### src/rtl/mul_pkg.sv
// Shared definitions for the multiplier arbiter slice.
//   MUL_NREQ  : number of requesters sharing the multiplier
//   MUL_DW    : operand width
//   MUL_PW    : product width
//   MUL_TAG_W : default client tag width
//   s1_entry_t / s2_entry_t : stage-entry field layouts. The tag is kept
//   outside the structs so that its width can follow the module parameter.
package mul_pkg;

  localparam int MUL_NREQ  = 2;
  localparam int MUL_DW    = 32;
  localparam int MUL_PW    = 64;
  localparam int MUL_TAG_W = 4;

  // Operand register: drives the combinational multiplier.
  typedef struct packed {
    logic              valid;
    logic              id;
    logic [MUL_DW-1:0] src1;
    logic [MUL_DW-1:0] src2;
  } s1_entry_t;

  // Result register: drives the response port.
  typedef struct packed {
    logic              valid;
    logic              id;
    logic [MUL_PW-1:0] prod;
  } s2_entry_t;

endpackage

### src/rtl/mul_rr_arb2.sv
// Two-way round-robin arbiter.
//   valid    : per-requester request valid
//   prio     : requester that wins when both are valid
//   accept   : per-requester completed handshake this cycle
//   grant    : one-hot (or zero) grant, a function of valid and prio only
//   prio_nxt : next priority; moves to the other requester only on accept
module mul_rr_arb2
  import mul_pkg::*;
(
  input  logic [MUL_NREQ-1:0] valid,
  input  logic                prio,
  input  logic [MUL_NREQ-1:0] accept,
  output logic [MUL_NREQ-1:0] grant,
  output logic                prio_nxt
);

  always_comb begin
    grant = valid;
    if (valid == 2'b11) begin
      grant = prio ? 2'b10 : 2'b01;
    end

    prio_nxt = prio;
    if (accept[0]) begin
      prio_nxt = 1'b1;
    end else if (accept[1]) begin
      prio_nxt = 1'b0;
    end
  end

endmodule

### src/rtl/mul_top.sv
// Shared 32x32 signed multiplier (combinational).
//   src1 : multiplicand, two's complement
//   src2 : multiplier, two's complement
//   prod : exact 64-bit signed product
module mul_top
  import mul_pkg::*;
(
  input  logic [MUL_DW-1:0] src1,
  input  logic [MUL_DW-1:0] src2,
  output logic [MUL_PW-1:0] prod
);

  logic signed [MUL_PW-1:0] a_ext;
  logic signed [MUL_PW-1:0] b_ext;

  // Sign-extend to the full product width first so the low 64 bits of the
  // multiply are the exact signed product.
  assign a_ext = {{(MUL_PW-MUL_DW){src1[MUL_DW-1]}}, src1};
  assign b_ext = {{(MUL_PW-MUL_DW){src2[MUL_DW-1]}}, src2};
  assign prod  = a_ext * b_ext;

endmodule

### src/rtl/mul_arb.sv
// Two-requester arbiter and two-stage pipeline controller for mul_top.
//   clk, resetn        : rising-edge clock, asynchronous active-low reset
//   req_valid/ready    : per-requester request handshake
//   req_src1/src2/tag  : per-requester operands and tag
//   rsp_valid/ready    : response handshake
//   rsp_prod/id/tag    : signed product, issuing requester and its tag
//   busy               : S1 or S2 holds a valid entry
//
// Handshake semantics (both ports): a transfer happens on a rising edge where
// valid and ready are both high. The producer holds valid and payload stable
// until that edge; ready never depends combinationally on the consumer's own
// ready of the same port (request grant depends only on req_valid and prio).
module mul_arb
  import mul_pkg::*;
#(
  parameter int TAG_W = MUL_TAG_W
) (
  input  logic                             clk,
  input  logic                             resetn,
  input  logic [MUL_NREQ-1:0]              req_valid,
  output logic [MUL_NREQ-1:0]              req_ready,
  input  logic [MUL_NREQ-1:0][MUL_DW-1:0]  req_src1,
  input  logic [MUL_NREQ-1:0][MUL_DW-1:0]  req_src2,
  input  logic [MUL_NREQ-1:0][TAG_W-1:0]   req_tag,
  output logic                             rsp_valid,
  input  logic                             rsp_ready,
  output logic [MUL_PW-1:0]                rsp_prod,
  output logic                             rsp_id,
  output logic [TAG_W-1:0]                 rsp_tag,
  output logic                             busy
);

  s1_entry_t          s1;
  s2_entry_t          s2;
  logic [TAG_W-1:0]   s1_tag;
  logic [TAG_W-1:0]   s2_tag;
  logic               prio;
  logic               prio_nxt;
  logic [MUL_NREQ-1:0] grant;
  logic [MUL_NREQ-1:0] accept;
  logic               gid;
  logic               s1_adv;
  logic               s2_adv;
  logic [MUL_PW-1:0]  mul_prod;

  assign s2_adv = !s2.valid | rsp_ready;
  assign s1_adv = !s1.valid | s2_adv;

  // Gating with resetn keeps req_ready low while reset is held, even though
  // the empty pipeline would otherwise be ready.
  assign req_ready = grant & {MUL_NREQ{s1_adv & resetn}};
  assign accept    = req_valid & req_ready;
  assign gid       = grant[1];

  mul_rr_arb2 u_arb (
    .valid    (req_valid),
    .prio     (prio),
    .accept   (accept),
    .grant    (grant),
    .prio_nxt (prio_nxt)
  );

  mul_top u_mul (
    .src1 (s1.src1),
    .src2 (s1.src2),
    .prod (mul_prod)
  );

  always_ff @(posedge clk or negedge resetn) begin
    if (!resetn) begin
      prio <= 1'b0;
    end else begin
      prio <= prio_nxt;
    end
  end

  // S1: loads the granted request, or empties when advancing without one.
  always_ff @(posedge clk or negedge resetn) begin
    if (!resetn) begin
      s1     <= '0;
      s1_tag <= '0;
    end else if (s1_adv) begin
      if (|grant) begin
        s1.valid <= 1'b1;
        s1.id    <= gid;
        s1.src1  <= req_src1[gid];
        s1.src2  <= req_src2[gid];
        s1_tag   <= req_tag[gid];
      end else begin
        s1     <= '0;
        s1_tag <= '0;
      end
    end
  end

  // S2: captures the multiplier output whenever the response slot frees up.
  always_ff @(posedge clk or negedge resetn) begin
    if (!resetn) begin
      s2     <= '0;
      s2_tag <= '0;
    end else if (s2_adv) begin
      s2.valid <= s1.valid;
      s2.id    <= s1.id;
      s2.prod  <= mul_prod;
      s2_tag   <= s1_tag;
    end
  end

  assign rsp_valid = s2.valid;
  assign rsp_prod  = s2.prod;
  assign rsp_id    = s2.id;
  assign rsp_tag   = s2_tag;
  assign busy      = s1.valid | s2.valid;

endmodule

### config.mk
export PLATFORM = sky130hd
export DESIGN_NAME = mul_arb
export DESIGN_NICKNAME = d
export VERILOG_FILES = /design/src/rtl/mul_pkg.sv /design/src/rtl/mul_rr_arb2.sv /design/src/rtl/mul_top.sv /design/src/rtl/mul_arb.sv
export SDC_FILE = /design/constraint.sdc
export NUM_CORES = 2
export LEC_CHECK = 0
export CAP_MARGIN = 20
export CORE_MARGIN = 3
export CORE_UTILIZATION = 50
export CTS_BUF_LIST = sky130_fd_sc_hd__clkbuf_4 sky130_fd_sc_hd__clkbuf_8
export CTS_CLUSTER_DIAMETER = 120
export DETAILED_ROUTE_END_ITERATION = 7
export PLACE_DENSITY = 0.7
export SETUP_SLACK_MARGIN = 0.15
export SLEW_MARGIN = 15
export SYNTH_ARGS = -nofsm -noshare
export SYNTH_HDL_FRONTEND = slang
export SYNTH_SLANG_ARGS = --single-unit
### constraint.sdc
create_clock -name clk -period 10.1 [get_ports clk]
set_input_delay 1.515 -clock clk [delete_from_list [all_inputs] [get_ports clk]]
set_output_delay 1.515 -clock clk [all_outputs]
set_load 0.02 [all_outputs]
==> reports/metrics.csv <==
metric,value,unit
reg-to-reg setup timing slack,1.13,ns
Post-synth EDFFs,0,
maximum clock insertion buffer count,2,
Mapped Cells,4454,
"Area growth, synth to finish",8.50,%
setup TNS,0,ns
max_slew headroom,30.4,%
number of max-slew violations in the final report,0,
area of the mapped netlist,0.0419,sq mm
post-synthesis sequential area ratio,8.41,%
count of distinct cell types in the synthesized netlist,62,
fraction of final layout cells sized beyond drive strength 1,2.81,%
Yosys warning count,0,
capture instance of the worst register-to-register path,rsp_prod[62],
effective utilization at floorplan,50.8,%
Commonest cells post-synth,"1082 x sky130_fd_sc_hd__fa_1, 960 x sky130_fd_sc_hd__inv_1, 651 x sky130_fd_sc_hd__nand2_1",
run status,"complete, no violations",
flip-flop and latch count after synthesis,141,
nets in the synthesized netlist,5861,
minimum period implied by the final worst setup slack,8.97,ns
vias per inst,5.44,
overall die area,0.0874,sq mm
Worst Setup Start Kind,register,
Clock H-tree levels,4,
I/O pin count,214,
slew at the pin with the worst max-slew slack,1.04,ns
final net count,5918,
cell family with most CP delay,adder cells,
clk sink count,141,
wire length of the first global-routing pass,185000,microns
Final Skew,0.0298,ns
fill cell count,7361,
worst setup path start,s1[9],
met2 routed WL,59000,microns
RSZ-0062 raised after global routing,no,
longest individual stage delay on the worst path,0.87,ns
Max Clock Freq,112,MHz
Most used DFF post-synth,sky130_fd_sc_hd__dfrtp_1,
Worst Setup End Kind,register,
initial antenna violation count,2,
weighted congestion reported at the end of routability-driven placement,0.911,
number of iterations in the first detailed-routing pass,6,
critical path's most frequent cell,sky130_fd_sc_hd__fa_1,
total count of hold-check failures in the final report,0,
setup-violating endpoint count in the final report,0,
core area,0.0826,sq mm
critical path data arrival time,9.46,ns
clock latency on the worst-skew pair,0.59,ns
pin count of the biggest net entering global routing,98,
highest signal layer in the routed design,met5,
CTS root buf,sky130_fd_sc_hd__clkbuf_8,
overall via count from detail_route,30400,
number of cells on the worst reg-to-reg path,25,
met3 wirelength from detailed routing,6420,microns
Routed wire per std cell,20.3,microns
clock edge transition at the registers on the reported setup and hold paths,0.11,ns
share of synthesized registers carrying an async set or reset,100,%
global routing usage summed across all routing layers,27.7,%
routed metal-1 wire length,41600,microns
Horiz. Die Dim,296,microns
Chip Height,296,microns
number of buffers inserted during clock tree synthesis,17,
number of DRC violations after detailed routing,0,
class of the most critical hold timing path,reg2reg,
CP Depth,25,
crit share post-route,88.8,%
path type of the worst setup path,reg2reg,
main area contributors after synthesis,"sky130_fd_sc_hd__fa_1 52%, sky130_fd_sc_hd__inv_1 8.6%, sky130_fd_sc_hd__dfrtp_1 8.4%",
end point of the critical path,rsp_prod[62],
number of standard-cell rows in the floorplan,105,
detailed placer's ending HPWL,94100,microns
TritonCTS clock tree,yes,
total congestion overflow after global routing,0,
Hold Buf Count CTS,0,
post-CTS resize count,0,
number of nets with antenna violations after routing,0,
number of maximum-capacitance violations,0,
share of the synthesized area in the top cell type,51.6,%
number of global-route vias before repair,33700,
Critical R2R Launch,s1[9],
critical path's slowest cell,sky130_fd_sc_hd__fa_1,
CP Data Required Time,10.59,ns
IO buf count,213,
DR iter-0 viols,2023,
total wirelength of the detailed-routed design,114000,microns
number of buffers and inverters on the critical path,6,
highest fanout seen on the critical path,18,
leading cell type by number of instances after synthesis,sky130_fd_sc_hd__fa_1,
cell taking the most area after synthesis,sky130_fd_sc_hd__fa_1,
buffers inserted during post-CTS setup optimization,0,
"Avg Cell Area, Syn",9.42,sq um
layer usage:
layer / global-route usage (%) / vias up
met5: 0 / -
met4: 14.5 / 2
met3: 3.61 / 301
met2: 48.8 / 1086
met1: 33.3 / 15900
li1: - / 13100
area by class of cell:
class / count / area, sq um / area share, %
flip-flops and latches: 141 / 3530 / 7.75
clock inverters: 14 / 163 / 0.357
diodes: 1 / 2.50 / 0.00550
clock buffers: 18 / 241 / 0.531
repair buffers: 290 / 2730 / 5.99
multi-input cells: 3100 / 33900 / 74.5
well taps: 1070 / 1340 / 2.94
inverters: 961 / 3610 / 7.93
layout by cell type (no fill, tap or decap), types with 5 or more instances in the layout:
master                               n
sky130_fd_sc_hd__nand4_1            17
sky130_fd_sc_hd__o21bai_1           13
sky130_fd_sc_hd__a211oi_1            5
sky130_fd_sc_hd__o21ai_1             8
sky130_fd_sc_hd__xnor2_1            40
sky130_fd_sc_hd__fa_1             1082
sky130_fd_sc_hd__nand2_1           651
sky130_fd_sc_hd__o211ai_1            7
sky130_fd_sc_hd__nand3_1            20
sky130_fd_sc_hd__clkbuf_8           17
sky130_fd_sc_hd__inv_1             960
sky130_fd_sc_hd__and2_1            513
sky130_fd_sc_hd__dfrtp_1           141
sky130_fd_sc_hd__and3_1             13
sky130_fd_sc_hd__a31oi_1             8
sky130_fd_sc_hd__nand2b_1           14
sky130_fd_sc_hd__ha_1              184
sky130_fd_sc_hd__mux2i_1            70
sky130_fd_sc_hd__xor2_1             25
sky130_fd_sc_hd__nor3_1             14
sky130_fd_sc_hd__buf_4              75
sky130_fd_sc_hd__nor2_1            103
sky130_fd_sc_hd__a21oi_1           102
sky130_fd_sc_hd__o21ai_0           113
sky130_fd_sc_hd__clkdlybuf4s50_1   212
sky130_fd_sc_hd__a21o_1             28
sky130_fd_sc_hd__inv_6               5
stage by stage:
stage | hold WS (ns) | util [%] | std cells | area (sq um) | setup WS, ns
6_report | 0.480 | 55.1 | 5595 | 45500 | 1.13
5_1_grt | 0.514 | 55.1 | 5595 | 45500 | 0.730
4_1_cts | 0.482 | 55.0 | 5592 | 45500 | 1.21
3_5_place_dp | 0.457 | 54.5 | 5560 | 45100 | 1.23
3_3_place_gp | 0.451 | 54.5 | 5560 | 45100 | 1.45
2_1_floorplan | 0.446 | - | 4454 | 41900 | 2.41
cells by family after synthesis:
group	after synthesis	synth area share (%)
AND/OR/NAND/NOR	1370	15.9
adder cells (fa/ha/maj)	1266	57.1
buffers and inverters	1213	10.9
AO/OA/AOI/OAI	329	4.69
flip-flops	141	8.41
multiplexers	70	1.67
XOR/XNOR	65	1.36
worst register-to-register path, delay by kind of cell, from the launching register on:
kind | cells | cell delay [ns]
adder cells (fa/ha/maj) | 9 | 4.80
AO/OA/AOI/OAI | 5 | 1.28
flip-flops | 1 | 0.76
buffers and inverters | 6 | 1.02
AND/OR/NAND/NOR | 5 | 1.05
worst min path at each step:
stage                            start      endpoint  cells past startpoint
after floorplan                 s1[64]        rsp_id                      2
final                      rsp_prod[3]   rsp_prod[3]                      2
after global placement     rsp_prod[0]   rsp_prod[0]                      2
after CTS                 rsp_prod[21]  rsp_prod[21]                      2
after detailed placement  rsp_prod[21]  rsp_prod[21]                      2
after global routing       rsp_prod[0]   rsp_prod[0]                      2
sequential cells by signal, indices dropped and copies added, names as in the netlist:
signal,flops
rsp_valid,1
rsp_tag,4
rsp_id,1
prio,1
rsp_prod,64
s1_tag,4
s1,66
Power is left out: the tool's default activity adds up to more than one toggle a clock period on the data nets, which glitch-free logic cannot reach.
